### src/rtl/stream_min_tracker.sv
// stream_min_tracker: sequential frame-minimum reducer.
// Accepts one unsigned sample per cycle, tracks the running minimum and the
// index of its first occurrence, and presents {min, idx, count, ovf} once the
// frame closes (in_last, or force-closed after 2^IDX_W samples).
//
// Handshake: a beat transfers on a rising edge where valid && ready are both
// high; valid never waits on ready, and an offered beat (data/last) must be
// held stable until it transfers.
module stream_min_tracker #(
  parameter int WIDTH = 16,
  parameter int IDX_W = 8
) (
  input  logic               clk,
  input  logic               rst,
  input  logic [WIDTH-1:0]   in_data,
  input  logic               in_valid,
  input  logic               in_last,
  output logic               in_ready,
  output logic [WIDTH-1:0]   out_min,
  output logic [IDX_W-1:0]   out_idx,
  output logic [IDX_W:0]     out_count,
  output logic               out_ovf,
  output logic               out_valid,
  input  logic               out_ready,
  output logic [1:0]         state
);

  localparam int CNT_W = IDX_W + 1;
  localparam logic [CNT_W-1:0] MAX_COUNT = CNT_W'(1) << IDX_W;

  typedef enum logic [1:0] {
    IDLE  = 2'd0,
    ACCUM = 2'd1,
    DONE  = 2'd2
  } state_t;

  state_t            fsm;
  logic [WIDTH-1:0]  run_min;
  logic [IDX_W-1:0]  run_idx;
  logic [CNT_W-1:0]  count;

  logic [WIDTH-1:0]  next_min;
  logic [IDX_W-1:0]  next_idx;
  logic [CNT_W-1:0]  next_count;
  logic              take;
  logic              close;

  assign state = fsm;

  // Running values after accepting the current sample; ties keep the older index.
  always_comb begin
    take       = in_valid && in_ready;
    next_min   = run_min;
    next_idx   = run_idx;
    next_count = count;
    if (fsm == IDLE) begin
      next_min   = in_data;
      next_idx   = '0;
      next_count = CNT_W'(1);
    end else begin
      next_count = count + CNT_W'(1);
      if (in_data < run_min) begin
        next_min = in_data;
        next_idx = count[IDX_W-1:0];
      end
    end
    close = in_last || (next_count == MAX_COUNT);
  end

  // Frame FSM with registered handshake flags and result fields.
  always_ff @(posedge clk or posedge rst) begin
    if (rst) begin
      fsm       <= IDLE;
      in_ready  <= 1'b1;
      out_valid <= 1'b0;
      out_ovf   <= 1'b0;
      out_min   <= '1;
      out_idx   <= '0;
      out_count <= '0;
      run_min   <= '1;
      run_idx   <= '0;
      count     <= '0;
    end else begin
      case (fsm)
        IDLE, ACCUM: begin
          if (take) begin
            run_min <= next_min;
            run_idx <= next_idx;
            count   <= next_count;
            if (close) begin
              fsm       <= DONE;
              in_ready  <= 1'b0;
              out_valid <= 1'b1;
              out_min   <= next_min;
              out_idx   <= next_idx;
              out_count <= next_count;
              out_ovf   <= !in_last;
            end else begin
              fsm <= ACCUM;
            end
          end
        end
        DONE: begin
          if (out_ready) begin
            fsm       <= IDLE;
            in_ready  <= 1'b1;
            out_valid <= 1'b0;
            run_min   <= '1;
            run_idx   <= '0;
            count     <= '0;
          end
        end
        default: begin
          fsm       <= IDLE;
          in_ready  <= 1'b1;
          out_valid <= 1'b0;
        end
      endcase
    end
  end

endmodule

### config.mk
export PLATFORM = sky130hd
export DESIGN_NAME = stream_min_tracker
export DESIGN_NICKNAME = d
export VERILOG_FILES = /design/src/rtl/stream_min_tracker.sv
export SDC_FILE = /design/constraint.sdc
export NUM_CORES = 1
export LEC_CHECK = 0
export BUFFER_PORTS_ARGS = -buffer_cell sky130_fd_sc_hd__buf_2
export CELL_PAD_IN_SITES_DETAIL_PLACEMENT = 0
export CELL_PAD_IN_SITES_GLOBAL_PLACEMENT = 1
export CORE_AREA = 2 2 114 138
export CTS_CLUSTER_SIZE = 40
export DETAILED_ROUTE_END_ITERATION = 10
export DIE_AREA = 0 0 116 140
export HOLD_SLACK_MARGIN = 0.08
export PLACE_DENSITY = 0.52
export SYNTH_ARGS = -nofsm -noshare
export SYNTH_HDL_FRONTEND = slang
export SYNTH_SLANG_ARGS = --single-unit
### constraint.sdc
create_clock -name clk -period 3.14 [get_ports clk]
set_clock_uncertainty 0.1 [all_clocks]
set_input_delay 0.157 -clock clk [delete_from_list [all_inputs] [get_ports clk]]
set_output_delay 0.157 -clock clk [all_outputs]
set_load 0.02 [all_outputs]
==> results of run 1 <==
state kept, by name, summed over array words and instances (netlist names):
signal,flops
out_idx,8
in_ready,1
run_idx,8
out_min,16
out_valid,1
out_ovf,1
count,9
run_min,16
out_count,9
state,2
metrics by stage:
step	util	total power, mW	hold WS (ns)	cell area (µm²)	worst slack (ns)
2_1_floorplan	-	2.61	0.143	3640	0.464
3_5_place_dp	0.287	3.14	0.0744	4250	0.285
3_3_place_gp	0.287	3.13	0.0790	4250	0.319
5_1_grt	0.321	4.48	0.235	4760	0.0522
4_1_cts	0.321	4.27	0.195	4760	0.240
6_report	0.321	4.17	0.194	4760	0.261
cell usage in the layout (no fill, tap or decap), types with 2 or more instances in the layout:
cell,Yosys,final
dlygate4sd3_1,0,19
clkbuf_16,0,10
nor3_1,3,3
mux2i_1,9,9
dfrtp_1,38,38
dfstp_2,33,33
nand2b_1,3,3
o21ai_0,16,16
buf_2,5,58
inv_1,21,20
mux2_2,36,36
or3_1,2,2
buf_4,2,18
nor4_1,2,2
nand2_1,16,16
a2bb2oi_1,16,16
a21o_1,2,2
mux2_1,4,4
o2bb2ai_1,8,8
xor2_1,3,3
a21oi_1,12,12
a311oi_1,3,3
nand3_1,2,2
nor2_2,2,2
xnor2_1,4,4
ha_1,16,16
clkbuf_1,4,3
and3_1,3,3
nand4_1,4,4
nor2_1,12,12
a22o_1,12,12
worst max-delay path: cells and delay by family, from the launching register on:
kind	cells	cell delay, ns
flip-flops	1	0.45
buffers and inverters	2	0.45
AO/OA/AOI/OAI	2	0.79
multiplexers	1	0.35
AND/OR/NAND/NOR	3	0.63
layout make-up:
type                            count  area (µm²)  share of cell area
Clock buffer                       14         275              0.0579
Clock inverter                      2        37.5             0.00789
Inverter                           21        78.8              0.0166
Multi-Input combinational cell    204        1660               0.348
Sequential cell                    71        1820               0.382
Tap cell                          204         255              0.0537
Timing Repair Buffer               96         636               0.134
kinds of logic after synthesis:
family | count (synthesis) | share of synthesized area
AO/OA/AOI/OAI | 77 | 0.158
buffers and inverters | 35 | 0.0460
multiplexers | 49 | 0.148
flip-flops | 71 | 0.499
adder cells (fa/ha/maj) | 16 | 0.0550
AND/OR/NAND/NOR | 55 | 0.0763
XOR/XNOR | 7 | 0.0168
routing by layer:
layer  routed length [µm]  up-vias  track usage
li1                     -     1318            -
met1                 3760     1336        0.145
met2                 4890       45        0.217
met3                  369       11       0.0303
met4                  164        0       0.0514
met5                    0        -            0
report_power, final:
| group | internal [mW] | total (mW) | switching (mW) |
|---|---|---|---|
| sequential | 1.34 | 1.52 | 0.183 |
| clock | 0.686 | 1.07 | 0.381 |
| combinational | 0.687 | 1.58 | 0.897 |
worst paths after layout:
kind,depth (start not counted),slack [ns],startpoint,end
min in group asynchronous,3,0.26,rst,out_count[1]$_DFFE_PP0P_
setup / recovery,8,0.26,count[4]$_DFFE_PP0P_,out_min[7]$_DFFE_PP1P_
max in group asynchronous,4,1.91,rst,run_min[15]$_DFFE_PP1P_
setup reg to reg,8,0.26,count[4]$_DFFE_PP0P_,out_min[7]$_DFFE_PP1P_
hold / removal,4,0.19,in_valid,state[0]$_DFFE_PP0P_
hold reg to reg,2,0.37,run_min[0]$_DFFE_PP1P_,run_min[0]$_DFFE_PP1P_
repair_timing:
item,4_1_cts,5_1_grt
hold buffers,19,0
endpoints found under the hold margin,36,0
resized for setup,0,0
==> out/results.txt, run 1 <==
Total Routed Length - 9180 µm
Vias post-DR - 2710
Syn Inst Count - 310
Crit path time final - 2.88 ns
Synth Warn # - 0
CTS clk-pin slew, worst paths - 0.06 ns
Netlist cell types - 44
Crit path cell chain - nand4_1 -> or2_1 -> a311oi_1 -> nor4_2 -> buf_4 -> o21ai_4 -> buf_4 -> mux2_2
Residual DRC - 0
Worst Path Class, Setup - reg2reg
Vias in the first global route - 2997
Layout cell share with drive strength beyond 1 - 0.412
Fillers - 1591
LEAKAGE - 2.21 nW
CP peak stage delay - 0.47 ns
Total GRT Usage - 0.125
Rel. slew slack - 0.545
Setup Viol. Count Final - 0
Sequential area share after synthesis - 0.499
Die width - 116 µm
Fin. Hold Viols - 0
1st-iter DRT viols - 45
Worst Tran Pin Value - 0.680 ns
First-pass GRT wire length - 15600 µm
Clock Sink Count - 71
Initial Util - 0.245
Slew Limit Fails - 0
Max stage delay cell, worst path - a311oi_1
CP required - 3.30 ns
Startpoint types - flop
RSZ-0062 raised after global routing - false
Die height - 140 µm
Final TNS setup - 0 ns
Final worst path period share - 0.917
Mean routed wirelength per cell - 15.0 µm
Initial antenna violation count - 0
Largest net degree at the start of global routing - 29
Core area - 14800 µm²
Detailed Place HPWL - 6670 µm
Layout net count - 440
Leading area contributor after synthesis - dfrtp_1
ANT cells - 0
Hold Path Class - in2reg
Critical path's most frequent cell - buf_4
Clk_lat worst skew - 0.34 ns
Pwr Density - 877 nW/µm²
Crit-path max FO - 12
Top post-synthesis cells by area - dfrtp_1 26%, dfstp_2 24%, mux2_2 11%
CTS tree - yes
Post-DR vias/cell - 4.43
Postcts setup bufs - 0
Placed Instances - 577
Mapped Nets - 347
Htree depth - 3
EDFF count, synth - 0
GPL Wtd Cong - 0.720
Die area - 16200 µm²
FF+latch count, synth - 71
Post-Syn Area per Cell - 11.7 µm²
Max cap viols - 0
GR Overflow Total - 0
Fin cells - 612
Row cnt - 49
Total CTS buffers - 9
Drt pass-1 iters - 4
ANT nets after route - 0
Io pins - 59
Max rail drop VDD - 0.000354 V
Area Overhead vs Synth - 30.6%
CP arrival - 3.04 ns
Cell area after synthesis - 3640 µm²
Yosys top cell area share - 0.261
I/O Buffers - 58
Max Root-Sink Buffers - 2
Outcome - complete, no violations
Most used DFF post-synth - dfrtp_1
Setup crit end kind - flop
Commonest cells post-synth - 38 x dfrtp_1, 36 x mux2_2, 33 x dfstp_2
Root Driver - clkbuf_16
Fmax - 347 MHz
Ys async rst share - 1.00
Most frequent cell after synthesis - dfrtp_1
Power figures use the tool's default switching activity.
==> run 2, diff against run 1 <==
--- a/config.mk
+++ b/config.mk
@@ -13,5 +13,6 @@
 export DETAILED_ROUTE_END_ITERATION = 10
 export DIE_AREA = 0 0 116 140
-export HOLD_SLACK_MARGIN = 0.08
+export GPL_TIMING_DRIVEN = 0
+export HOLD_SLACK_MARGIN = 0.02
 export PLACE_DENSITY = 0.52
 export SYNTH_ARGS = -nofsm -noshare
==> constraint.sdc (replaced) <==
create_clock -name clk -period 3.14 [get_ports clk]
set_clock_uncertainty 0.1 [all_clocks]
set_input_delay 0.628 -clock clk [delete_from_list [all_inputs] [get_ports clk]]
set_output_delay 0.628 -clock clk [all_outputs]
set_load 0.02 [all_outputs]
==> out/results.txt, run 2 (synthesized netlist as in run 1, its figures left out) <==
Outcome - complete, no violations (unchanged)
Total CTS buffers - 9 (unchanged)
Final worst path period share - 0.909 (was 0.917)
CTS clk-pin slew, worst paths - 0.06 ns (about the same)
Die height - 140 µm (unchanged)
Worst slack at placement - -0.284 ns (was 0.285 ns)
Vias in the first global route - 2865 (was 2997)
I/O Buffers - 58 (unchanged)
CP arrival - 2.97 ns (was 3.04 ns)
Top delay family on crit path - simple AND/OR/NAND/NOR gates (was compound AO/OA/AOI/OAI gates)
Area Overhead vs Synth - 25.3% (was 30.6%)
Commonest non-fill, non-tap cell in the layout - buf_2 (unchanged)
Tot Pwr - 4.16 mW (was 4.17 mW)
Fillers - 1560 (was 1591)
Drt pass-1 iters - 4 (unchanged)
Hold Path Class - reg2reg (was in2reg)
Worst Path Class, Setup - reg2reg (unchanged)
Setup ws final - 0.285 ns (was 0.261 ns)
LEAKAGE - 2.13 nW (was 2.21 nW)
Highest metal layer with signal wires - met4 (unchanged)
Layout cell share with drive strength beyond 1 - 0.430 (was 0.412)
Crit-path max FO - 10 (was 12)
ANT cells - 0 (unchanged)
Worst hold slack - 0.366 ns (was 0.194 ns)
Critical R2R Launch - count[0]$_DFFE_PP0P_ (was count[4]$_DFFE_PP0P_)
Fin cells - 590 (was 612)
Post-route cell area - 4560 µm² (was 4760 µm²)
Initial antenna violation count - 0 (unchanged)
GR Overflow Total - 0 (unchanged)
Largest net degree at the start of global routing - 50 (was 29)
Placed Instances - 573 (was 577)
Fmax - 350 MHz (was 347 MHz)
Layout net count - 418 (was 440)
Die width - 116 µm (unchanged)
Worst Tran Pin Value - 0.933 ns (was 0.680 ns)
GPL Wtd Cong - 0.756 (was 0.720)
Worst hold start - run_min[0]$_DFFE_PP1P_ (was in_valid)
Detailed Place HPWL - 6470 µm (was 6670 µm)
Initial Util - 0.245 (unchanged)
WHS Endpoint - run_min[0]$_DFFE_PP1P_ (was state[0]$_DFFE_PP0P_)
CP Buf/Inv Count - 1 (was 2)
Commonest cells after routing, fill and taps aside - 62 x buf_2, 38 x dfrtp_1, 36 x mux2_2 (was 58 x buf_2, 38 x dfrtp_1, 36 x mux2_2)
Rel. slew slack - 0.375 (was 0.545)
Max stage delay cell, worst path - dfrtp_1 (was a311oi_1)
Startpoint types - flop (unchanged)
Fin. Hold Viols - 0 (unchanged)
CTS tree - yes (unchanged)
Critical Path Start - count[0]$_DFFE_PP0P_ (was count[4]$_DFFE_PP0P_)
Hold path depth - 2 (was 4)
Io pins - 59 (unchanged)
Met2 wire len - 4740 µm (was 4890 µm)
CP peak stage delay - 0.54 ns (was 0.47 ns)
Post-DR vias/cell - 4.45 (was 4.43)
First-pass GRT wire length - 14700 µm (was 15600 µm)
Die area - 16200 µm² (unchanged)
Max Root-Sink Buffers - 2 (unchanged)
Post-layout util - 0.307 (was 0.321)
Area after DPL - 4220 µm² (was 4250 µm²)
Core area - 14800 µm² (unchanged)
Clk_lat worst skew - 0.33 ns (was 0.34 ns)
Crit path cell chain - ha_1 -> xor2_1 -> nor3_1 -> nand2_1 -> nor4_2 -> o21ai_4 -> buf_6 -> mux2_1 (was nand4_1 -> or2_1 -> a311oi_1 -> nor4_2 -> buf_4 -> o21ai_4 -> buf_4 -> mux2_2)
Regs by FF count - out_min: 16 flops, run_min: 16 flops (unchanged)
RSZ-0062 raised after global routing - false (unchanged)
M1 WL - 3710 µm (was 3760 µm)
CP required - 3.25 ns (was 3.30 ns)
Final TNS setup - 0 ns (unchanged)
Residual DRC - 0 (unchanged)
1st-iter DRT viols - 50 (was 45)
Pwr Density - 912 nW/µm² (was 877 nW/µm²)
Htree depth - 3 (unchanged)
R2r endpoint - out_count[7]$_DFFE_PP0P_ (was out_min[7]$_DFFE_PP1P_)
Slew Limit Fails - 0 (unchanged)
Total Routed Length - 8910 µm (was 9180 µm)
Met3 WL - 354 µm (was 369 µm)
Vias post-DR - 2625 (was 2710)
Reg2Reg Setup Slack - 0.28 ns (was 0.26 ns)
Mean routed wirelength per cell - 15.1 µm (was 15.0 µm)
Max rail drop VDD - 0.000365 V (was 0.000354 V)
Root Driver - clkbuf_16 (unchanged)
ANT nets after route - 0 (unchanged)
Setup crit end kind - flop (unchanged)
Total GRT Usage - 0.117 (was 0.125)
Row cnt - 49 (unchanged)
Max cap viols - 0 (unchanged)
Setup Viol. Count Final - 0 (unchanged)
Crit path time final - 2.86 ns (was 2.88 ns)
Reg2reg path depth - 8 (unchanged)
Clock Sink Count - 71 (unchanged)
## run 2: cell count changes in the layout (fill, tap and decap cells not counted), moves of 2 or more
cell and change:
buf_6 +3, buf_2 +4, buf_4 -13, clkbuf_2 +2, dlygate4sd3_1 -19
## run 2: layout make-up
type / instances / area (µm²) / share of cell area
buffer: 12 / 86.3 / 0.0189
clock buffer: 12 / 246 / 0.0540
clock inverter: 4 / 68.8 / 0.0151
inverter: 21 / 81.3 / 0.0178
multi-input combinational: 204 / 1670 / 0.365
sequential: 71 / 1820 / 0.399
tap: 204 / 255 / 0.0560
timing repair buffer: 62 / 340 / 0.0746
## run 2: metal layers
metal / GRT usage / vias to the layer above
met5: 0 / -
met4: 0.0501 / 0
met3: 0.0273 / 8
met2: 0.208 / 52
met1: 0.133 / 1300
li1: - / 1265
## run 2: worst max path at each step
| stage | cells past startpoint | to | slack (ns) |
|---|---|---|---|
| after floorplan | 8 | out_min[0]$_DFFE_PP1P_ | 0.38 |
| after global placement | 2 | out_idx[0]$_DFFE_PP0P_ | -0.44 |
| after detailed placement | 9 | out_min[1]$_DFFE_PP1P_ | -0.28 |
| after CTS | 10 | run_min[4]$_DFFE_PP1P_ | 0.01 |
| after global routing | 9 | out_idx[1]$_DFFE_PP0P_ | 0.09 |
| final | 8 | out_count[7]$_DFFE_PP0P_ | 0.28 |
## run 2: power breakdown
part	internal (mW)	switching (mW)
clock	0.713	0.369
combinational	0.660	0.910
sequential	1.34	0.169
total	2.71	1.45
## run 2: tightest hold or removal path, stage by stage, from the launching register on
cell and delay [ns]:
dfstp_2 0.37, inv_1 0.04, a2bb2oi_1 0.05
## run 2: what timing repair did
item	CTS	global route
endpoints found under the hold margin	0	0
pin swaps	0	1
setup endpoints to repair	20	40
hold buffers	0	0
resized for setup	1	6
setup buffers	0	3
==> run 3, diff against run 2 <==
Settings changed: CORE_AREA 2 2 114 138 to 2 2 86 104, CTS_CLUSTER_DIAMETER set to 30, DIE_AREA 0 0 116 140 to 0 0 88 106, MAX_ROUTING_LAYER set to met4, PLACE_DENSITY 0.52 to 0.81.
==> out/results.txt, run 3 (synthesized netlist as in run 1, its figures left out) <==
GR Overflow Total - 0 (unchanged)
Rel. slew slack - 0.316 (was 0.375)
Slew Limit Fails - 0 (unchanged)
Regs by FF count - out_min: 16 flops, run_min: 16 flops (unchanged)
Row cnt - 37 (was 49)
RSZ-0062 raised after global routing - false (unchanged)
Total Routed Length - 7600 µm (was 8910 µm)
GPL Wtd Cong - 0.800 (was 0.756)
Post-layout util - 0.510 (was 0.307)
Area after DPL - 4080 µm² (was 4220 µm²)
Max Root-Sink Buffers - 2 (unchanged)
Clock Sink Count - 71 (unchanged)
Initial antenna violation count - 0 (unchanged)
Final worst path period share - 0.935 (was 0.909)
Initial Util - 0.435 (was 0.245)
Fin. Hold Viols - 0 (unchanged)
Hold Path Class - in2async (was reg2reg)
Area Overhead vs Synth - 17.4% (was 25.3%)
Fillers - 761 (was 1560)
Core area - 8380 µm² (was 14800 µm²)
Die width - 88 µm (was 116 µm)
Total CTS buffers - 9 (unchanged)
Largest net degree at the start of global routing - 72 (was 50)
ANT cells - 0 (unchanged)
LEAKAGE - 2.03 nW (was 2.13 nW)
I/O Buffers - 58 (unchanged)
Hold-fix buffers at CTS - 0 (unchanged)
CP required - 3.31 ns (was 3.25 ns)
Mean routed wirelength per cell - 15.2 µm (was 15.1 µm)
Setup crit end kind - flop (unchanged)
Die height - 106 µm (was 140 µm)
Residual DRC - 0 (unchanged)
CTS clk-pin slew, worst paths - 0.08 ns (was 0.06 ns)
Vias post-DR - 2593 (was 2625)
Root Driver - clkbuf_8 (was clkbuf_16)
Fmax - 341 MHz (was 350 MHz)
Detailed Place HPWL - 5450 µm (was 6470 µm)
Die area - 9330 µm² (was 16200 µm²)
Layout net count - 415 (was 418)
CTS tree - yes (unchanged)
1st-iter DRT viols - 114 (was 50)
Crit path time final - 2.94 ns (was 2.86 ns)
CP arrival - 3.11 ns (was 2.97 ns)
Commonest cells after routing, fill and taps aside - 63 x buf_2, 38 x dfrtp_1, 36 x mux2_2 (was 62 x buf_2, 38 x dfrtp_1, 36 x mux2_2)
Max cap viols - 0 (unchanged)
Post-route cell area - 4270 µm² (was 4560 µm²)
Commonest non-fill, non-tap cell in the layout - buf_2 (unchanged)
Final TNS setup - 0 ns (unchanged)
Startpoint types - flop (unchanged)
Vias in the first global route - 2638 (was 2865)
Setup Viol. Count Final - 0 (unchanged)
Worst Tran Pin Value - 1.02 ns (was 0.933 ns)
First-pass GRT wire length - 12700 µm (was 14700 µm)
Worst Path Class, Setup - reg2reg (unchanged)
Pwr Density - 865 nW/µm² (was 912 nW/µm²)
Total GRT Usage - 0.180 (was 0.117)
Layout cell share with drive strength beyond 1 - 0.413 (was 0.430)
Clk_lat worst skew - 0.34 ns (was 0.33 ns)
Drt pass-1 iters - 4 (unchanged)
Post-DR vias/cell - 5.19 (was 4.45)
Htree depth - 3 (unchanged)
Crit-path max FO - 10 (unchanged)
Io pins - 59 (unchanged)
Max rail drop VDD - 0.000512 V (was 0.000365 V)
Outcome - complete, no violations (unchanged)
ANT nets after route - 0 (unchanged)
==> run 3: final cells by class <==
cell class	instances	area [µm²]	share of cell area
Inverter	21	81.3	0.0190
Sequential cell	71	1820	0.425
Clock buffer	12	135	0.0316
Clock inverter	4	46.3	0.0108
Tap cell	117	146	0.0343
Buffer	13	85.1	0.0199
Timing Repair Buffer	58	290	0.0679
Multi-Input combinational cell	204	1670	0.391
==> run 3: stage by stage <==
stage                     power (mW)  instances  setup slack, ns  hold slack, ns
after global placement          3.00        485           -0.228           0.355
after detailed placement        3.03        485           -0.131           0.364
after global routing            3.96        500          0.00353           0.379
final                           3.70        500            0.203           0.355
after floorplan                 2.61        310            0.385           0.346
after CTS                       3.75        501           0.0256           0.374
==> run 3: worst paths after layout <==
kind                                    startpoint                endpoint  slack (ns)  cells after the start
max                        run_min[13]$_DFFE_PP1P_  out_min[1]$_DFFE_PP1P_        0.20                      9
min                                            rst  out_idx[1]$_DFFE_PP0P_        0.35                      2
max reg2reg                run_min[13]$_DFFE_PP1P_  out_min[1]$_DFFE_PP1P_        0.20                      9
min reg2reg                 run_min[0]$_DFFE_PP1P_  run_min[0]$_DFFE_PP1P_        0.37                      2
max in group asynchronous                      rst    count[3]$_DFFE_PP0P_        2.02                      2
min in group clk            run_min[0]$_DFFE_PP1P_  run_min[0]$_DFFE_PP1P_        0.37                      2
==> run 3: repair_timing <==
item | 4_1_cts | 5_1_grt
setup endpoints to repair | 0 | 22
setup buffers | 0 | 0
resized for setup | 0 | 2
hold endpoints to repair | 0 | 0
==> run 3: worst max-delay path, stage by stage, from the launching register on <==
cell and delay [ns]:
dfstp_2 0.53, inv_1 0.05, ha_1 0.31, nand4_1 0.14, nor3_1 0.26, a32oi_2 0.19
a21oi_4 0.33, buf_2 0.33, mux2_1 0.37, mux2_2 0.27
==> run 3: routing by layer <==
metal	share of wire	global-route usage	vias up
met1	0.45	0.224	1269
met3	0.029	0.0326	10
met4	0.016	0.0626	0
met5	0	-	-
met2	0.51	0.292	49
li1	-	-	1265
==> run 3: power by group <==
| part | internal (mW) | switching (mW) |
|---|---|---|
| logic | 0.628 | 0.882 |
| clock network | 0.364 | 0.328 |
| registers | 1.34 | 0.159 |
